==> config.mk <==
export PLATFORM = sky130hd
export DESIGN_NAME = spi_slave
export DESIGN_NICKNAME = d
export VERILOG_FILES = /design/src/rtl/spi_slave.sv
export SDC_FILE = /design/constraint.sdc
export NUM_CORES = 1
export LEC_CHECK = 0
export CAP_MARGIN = 15
export CORE_AREA = 2 2 117 91
export DETAILED_ROUTE_END_ITERATION = 8
export DIE_AREA = 0 0 119 93
export PLACE_DENSITY = 0.78
export SYNTH_ARGS = -nofsm -noshare
export SYNTH_HDL_FRONTEND = slang
export SYNTH_SLANG_ARGS = --single-unit
==> constraint.sdc <==
create_clock -name clock -period 2.8 [get_ports clock]
set_input_delay 0.42 -clock clock [delete_from_list [all_inputs] [get_ports clock]]
set_output_delay 0.42 -clock clock [all_outputs]
set_load 0.02 [all_outputs]
==> src/rtl/spi_slave.sv <==
`default_nettype none
// spi_slave: oversampled SPI target decoding {read_write, address, data} frames, MSB first.
// Optional SPI_SLAVE_BURST_EN: keep transferring words at address + 1 while SS stays low.
module spi_slave #(
   parameter int DATA_WIDTH    = 16,
   parameter int ADDRESS_WIDTH = 15
) (
   input  logic                     clock,
   input  logic                     reset_n,
   input  logic                     clock_polarity,
   input  logic                     clock_phase,
   input  logic                     serial_clock,
   input  logic                     slave_select,
   input  logic                     master_out_slave_in,
   output logic                     master_in_slave_out,
   output logic                     master_in_slave_out_enable,
   output logic [ADDRESS_WIDTH-1:0] write_address,
   output logic [DATA_WIDTH-1:0]    write_data,
   output logic                     write_valid,
   output logic [ADDRESS_WIDTH-1:0] read_address,
   output logic                     read_request,
   input  logic [DATA_WIDTH-1:0]    read_data,
   input  logic                     read_data_valid,
   output logic                     frame_error,
   output logic                     read_underrun,
   output logic                     busy
);
   localparam int FRAME_MAX = (1 + ADDRESS_WIDTH > DATA_WIDTH) ? 1 + ADDRESS_WIDTH : DATA_WIDTH;
   localparam int CW = $clog2(FRAME_MAX + 1);
   localparam logic [CW-1:0] ADDR_LAST = CW'(ADDRESS_WIDTH);
   localparam logic [CW-1:0] DATA_LAST = CW'(DATA_WIDTH - 1);

   typedef enum logic [2:0] {S_IDLE, S_ADDRESS, S_WAIT_READ, S_DATA, S_DONE} state_t;
   state_t state, state_next, word_end_state;

   logic [2:0]               sclk_pipe, ss_pipe;
   logic [1:0]               mosi_pipe;
   logic [CW-1:0]            bit_count;
   logic [ADDRESS_WIDTH-1:0] addr_shift, address;
   logic [DATA_WIDTH-2:0]    data_shift;
   logic [DATA_WIDTH-1:0]    tx_shift;
   logic                     miso_bit, is_read, word_seen;

   // SS synchronizer resets low so a frame already in progress produces no fall.
   always_ff @(posedge clock) begin
      if (!reset_n) begin
         sclk_pipe <= '0;
         ss_pipe   <= '0;
         mosi_pipe <= '0;
      end else begin
         sclk_pipe <= {sclk_pipe[1:0], serial_clock};
         ss_pipe   <= {ss_pipe[1:0], slave_select};
         mosi_pipe <= {mosi_pipe[0], master_out_slave_in};
      end
   end

   logic mosi_sync, leading, trailing, sample_edge, shift_edge, ss_fall, ss_rise;
   assign mosi_sync   = mosi_pipe[1];
   assign leading     = (sclk_pipe[1] != clock_polarity) && (sclk_pipe[2] == clock_polarity);
   assign trailing    = (sclk_pipe[1] == clock_polarity) && (sclk_pipe[2] != clock_polarity);
   assign sample_edge = clock_phase ? trailing : leading;
   assign shift_edge  = clock_phase ? leading : trailing;
   assign ss_fall     = ss_pipe[2] && !ss_pipe[1];
   assign ss_rise     = !ss_pipe[2] && ss_pipe[1];

   logic [ADDRESS_WIDTH:0]  addr_word;
   logic [DATA_WIDTH-1:0]   data_word;
   logic                    addr_last, data_last, boundary;
   assign addr_word = {addr_shift, mosi_sync};
   assign data_word = {data_shift, mosi_sync};
   assign addr_last = (state == S_ADDRESS) && sample_edge && (bit_count == ADDR_LAST);
   assign data_last = (state == S_DATA) && sample_edge && (bit_count == DATA_LAST);
   // Only reachable in burst mode: SS rising between words ends the frame cleanly.
   assign boundary  = word_seen && (bit_count == '0);

`ifdef SPI_SLAVE_BURST_EN
   assign word_end_state = is_read ? S_WAIT_READ : S_DATA;
`else
   assign word_end_state = S_DONE;
`endif

   always_ff @(posedge clock) begin
      if (!reset_n) state <= S_IDLE;
      else          state <= state_next;
   end

   always_comb begin
      state_next = state;
      if (ss_rise && (state != S_IDLE)) begin
         state_next = S_IDLE;
      end else begin
         case (state)
            S_IDLE:      if (ss_fall) state_next = S_ADDRESS;
            S_ADDRESS:   if (addr_last) state_next = addr_word[ADDRESS_WIDTH] ? S_WAIT_READ : S_DATA;
            S_WAIT_READ: if (read_data_valid || shift_edge) state_next = S_DATA;
            S_DATA:      if (data_last) state_next = word_end_state;
            default:     state_next = state;
         endcase
      end
   end

   always_ff @(posedge clock) begin
      if (!reset_n) begin
         bit_count     <= '0;
         addr_shift    <= '0;
         address       <= '0;
         data_shift    <= '0;
         tx_shift      <= '0;
         miso_bit      <= 1'b0;
         is_read       <= 1'b0;
         word_seen     <= 1'b0;
         write_address <= '0;
         write_data    <= '0;
         write_valid   <= 1'b0;
         read_address  <= '0;
         read_request  <= 1'b0;
         frame_error   <= 1'b0;
         read_underrun <= 1'b0;
      end else begin
         write_valid   <= 1'b0;
         read_request  <= 1'b0;
         frame_error   <= 1'b0;
         read_underrun <= 1'b0;
         if (ss_rise && (state != S_IDLE)) begin
            frame_error <= (state != S_DONE) && !boundary;
            miso_bit    <= 1'b0;
         end else begin
            case (state)
               S_IDLE: begin
                  if (ss_fall) begin
                     bit_count  <= '0;
                     addr_shift <= '0;
                     data_shift <= '0;
                     tx_shift   <= '0;
                     miso_bit   <= 1'b0;
                     word_seen  <= 1'b0;
                  end
               end
               S_ADDRESS: begin
                  if (addr_last) begin
                     bit_count <= '0;
                     is_read   <= addr_word[ADDRESS_WIDTH];
                     address   <= addr_word[ADDRESS_WIDTH-1:0];
                     if (addr_word[ADDRESS_WIDTH]) begin
                        read_request <= 1'b1;
                        read_address <= addr_word[ADDRESS_WIDTH-1:0];
                     end
                  end else if (sample_edge) begin
                     addr_shift <= addr_word[ADDRESS_WIDTH-1:0];
                     bit_count  <= bit_count + 1'b1;
                  end
               end
               S_WAIT_READ: begin
                  if (read_data_valid) begin
                     // A shift edge in the same cycle must already present the MSB.
                     if (shift_edge) begin
                        miso_bit <= read_data[DATA_WIDTH-1];
                        tx_shift <= {read_data[DATA_WIDTH-2:0], 1'b0};
                     end else begin
                        miso_bit <= 1'b0;
                        tx_shift <= read_data;
                     end
                  end else if (shift_edge) begin
                     tx_shift      <= '0;
                     miso_bit      <= 1'b0;
                     read_underrun <= 1'b1;
                  end
               end
               S_DATA: begin
                  if (shift_edge) begin
                     miso_bit <= tx_shift[DATA_WIDTH-1];
                     tx_shift <= {tx_shift[DATA_WIDTH-2:0], 1'b0};
                  end
                  if (data_last) begin
                     bit_count <= '0;
                     miso_bit  <= 1'b0;
                     word_seen <= 1'b1;
                     if (!is_read) begin
                        write_valid   <= 1'b1;
                        write_address <= address;
                        write_data    <= data_word;
                     end
`ifdef SPI_SLAVE_BURST_EN
                     address <= address + 1'b1;
                     if (is_read) begin
                        read_request <= 1'b1;
                        read_address <= address + 1'b1;
                     end
`endif
                  end else if (sample_edge) begin
                     data_shift <= data_word[DATA_WIDTH-2:0];
                     bit_count  <= bit_count + 1'b1;
                  end
               end
               default: ;
            endcase
         end
      end
   end

   assign busy                       = (state != S_IDLE);
   assign master_in_slave_out_enable = busy;
   assign master_in_slave_out        = miso_bit && (state == S_DATA);
endmodule
`default_nettype wire

==> reports/metrics.cfg <==
[clocking]
cts_buffers = 17
root_buffer = clkbuf_16
cts.htree.levels = 4
post_cts_buffers = 0
clock_latency_ns = 0.41
clock_sinks = 130
path_clk_slew_ns = 0.05
post_cts_resized = 0
cts_hold_buf = 0
clockBufferDepth = 2
cts_tree = yes

[detailed_routing]
drt_iter0_markers = 618
drc = 0
ant_nets = 0
via_count = 4570
wl_per_cell_um = 15.14
dr.pass1.iters = 6
vias_per_cell = 5.594
drt_wl_total_mm = 12.37

[worst_setup_path]
end_kind = output port
rr_worst_depth = 9
worstSetupPathType = reg2out
rrSetupSlack_ns = 0.54
cp.arrival_ns = 2.02
crit_fanout = 10
reg2reg_to = read_address[7]
startpoint = state[2]
rr_startpoint = bit_count[1]
cp-start-kind = register
cp.required_ns = 2.38

[grt]
antenna_found_initial = 0
grt_usage = 0.2326
grt_pass1_vias = 4227
grt_max_degree = 99
gr-total-overflow = 0
grt_pass1_wl_mm = 20.51

[final_layout]
num_antenna_cells = 0
fillerInstances = 745
drive_gt1_frac = 0.07783
postLayoutCellArea_mm2 = 0.006684
area_delta_synth_final_pct = 27.65
nets = 696
fin_util = 0.6704

[hold_path]
hold_path_end = ss_pipe[2]
hp-class = in2reg
min_from = reset_n
hold_depth = 2

[logic_synthesis]
synth_nets = 621
synth_common_cells = 142 x nand2_1, 130 x dfxtp_1, 51 x o21ai_0
synth_area_per_cell_um2 = 8.815
yosysMostFrequentCell = nand2_1
async_reset_ff_frac = 0
yosysWarnings = 0
synth_top_area_frac = 0.4970
synth_flop_cell = dfxtp_1
synth_cell_types = 41
synth_largest_area_cell = dfxtp_1
synth_edf_count = 0
synth_area_mm2 = 0.005236
seq_area_frac_synth = 0.4970
syn_inst = 594
synth_seq_cells = 130
yosys-top-cells-area = dfxtp_1 50%, nand2_1 10%, mux2i_1 6.7%

[sta]
drv_slew = 0
finalHoldViolations = 0
setup-tns-final_ns = 0
fmax_mhz = 409.4
skew_ns = 0.007045
fin_crit_ns = 2.442
slew-limit-headroom = 0.3426
rsz0062_at_grt = no
fin_ws_ns = 0.3575
fin_crit_sh = 0.8723
setup_viol = 0
worst_pin_slew_ns = 0.9861

[floorplanning]
dieArea_mm2 = 0.01107
start_util = 0.5252
std_cell_rows = 32
io_pins = 77
die_h_um = 93
core-area_mm2 = 0.009970
die_width_um = 119

[pwr]
ir_drop_mv = 0.4328
cellPowerDensity_mw_per_mm2 = 606.2
power_w = 0.004052
p_leak_nw = 2.602

[place]
port_buffers = 76
place.detailed.hpwl_mm = 8.186
routabilityCongestion = 0.8566
dpl_worst_slack_ns = 0.07570
place_area_mm2 = 0.006143

[status]
status = finished, final reports clean

[job]
drv_cap = 0

-- power by group --
part           switching (W)  internal, W
Clock               0.000745      0.00128
Sequential        0.00000611      0.00186
Combinational       0.000102    0.0000644
Total               0.000853      0.00320
-- how the worst max path moves through the flow --
stage | endpoint | slack [ns]
after global placement | write_data[13] | 0.11
after detailed placement | write_data[3] | 0.08
after floorplan | write_address[0] | 0.63
final | master_in_slave_out | 0.36
after global routing | master_in_slave_out | 0.27
after CTS | master_in_slave_out | 0.38
-- per-layer routing --
metal / up-vias / GRT usage / part of all wire / routed length [um]
met5: - / 0 / 0 / 0
li1: 2236 / - / - / -
met2: 154 / 0.3415 / 0.45 / 5521
met3: 20 / 0.05061 / 0.054 / 662
met4: 0 / 0.1121 / 0.017 / 210
met1: 2160 / 0.3260 / 0.48 / 5975
-- area by class of cell --
cell class / instances / area, um^2 / share of cell area
sequential: 130 / 2603 / 0.3894
clock buffer: 25 / 485.5 / 0.07263
timing repair buffer: 96 / 918.4 / 0.1374
multi-input combinational: 416 / 2422 / 0.3624
tap: 136 / 170.2 / 0.02546
inverter: 8 / 30.03 / 0.004493
clock inverter: 6 / 55.05 / 0.008237
-- sequential cells by signal, summed over array words and instances (netlist names) --
name	cells
tx_shift	16
read_request	1
data_shift	15
write_data	16
is_read	1
mosi_pipe	2
state	3
miso_bit	1
addr_shift	15
read_address	15
write_valid	1
write_address	15
ss_pipe	3
frame_error	1
bit_count	5
read_underrun	1
address	15
sclk_pipe	3
word_seen	1
-- placed cells by master (no fill, tap or decap), types with 2 or more instances in the layout --
| cell type | netlist | final |
|---|---|---|
| a31oi_1 | 16 | 16 |
| clkdlybuf4s50_1 | 0 | 75 |
| and4_1 | 2 | 2 |
| clkbuf_1 | 28 | 5 |
| nor2b_1 | 5 | 5 |
| nor2_1 | 23 | 23 |
| nand3b_1 | 3 | 3 |
| nor3_1 | 9 | 9 |
| clkbuf_8 | 0 | 3 |
| xnor2_1 | 2 | 2 |
| xor2_1 | 3 | 3 |
| o211ai_1 | 3 | 3 |
| nand2_1 | 142 | 142 |
| a22o_1 | 29 | 29 |
| buf_4 | 1 | 19 |
| a32o_1 | 2 | 2 |
| clkbuf_16 | 0 | 17 |
| nand3_1 | 20 | 20 |
| a221o_1 | 15 | 15 |
| mux2i_1 | 35 | 35 |
| inv_1 | 7 | 7 |
| ha_1 | 3 | 3 |
| dfxtp_1 | 130 | 130 |
| a21oi_1 | 23 | 23 |
| and2_1 | 8 | 8 |
| and3_1 | 4 | 4 |
| o21ai_0 | 51 | 51 |
| nand2b_1 | 6 | 6 |
| clkinv_2 | 0 | 5 |
-- stage by stage --
stage               cells  hold slack (ns)
floorplan             594           0.4119
global placement      786           0.4190
detailed placement    786           0.4246
CTS                   817           0.3671
global route          817           0.3954
finish                817           0.3868
-- cells by family (layout without fill, tap and decap cells) --
kind of cell / count (synthesis) / in the layout / synth area share
AND/OR/NAND/NOR: 228 / 228 / 0.1897
AO/OA/AOI/OAI: 143 / 143 / 0.1828
XOR/XNOR: 6 / 6 / 0.01147
adder cells (fa/ha/maj): 3 / 3 / 0.007169
flip-flops: 130 / 130 / 0.4970
buffers and inverters: 48 / 135 / 0.04062
multiplexers: 36 / 36 / 0.07121
-- critical path, cell delays in order (launching register included) --
cell	delay [ns]
dfxtp_1	0.41
nor2b_1	0.37
and3_1	0.23
clkdlybuf4s50_1	0.60
Note: power is estimated with default switching activity, not from simulation.
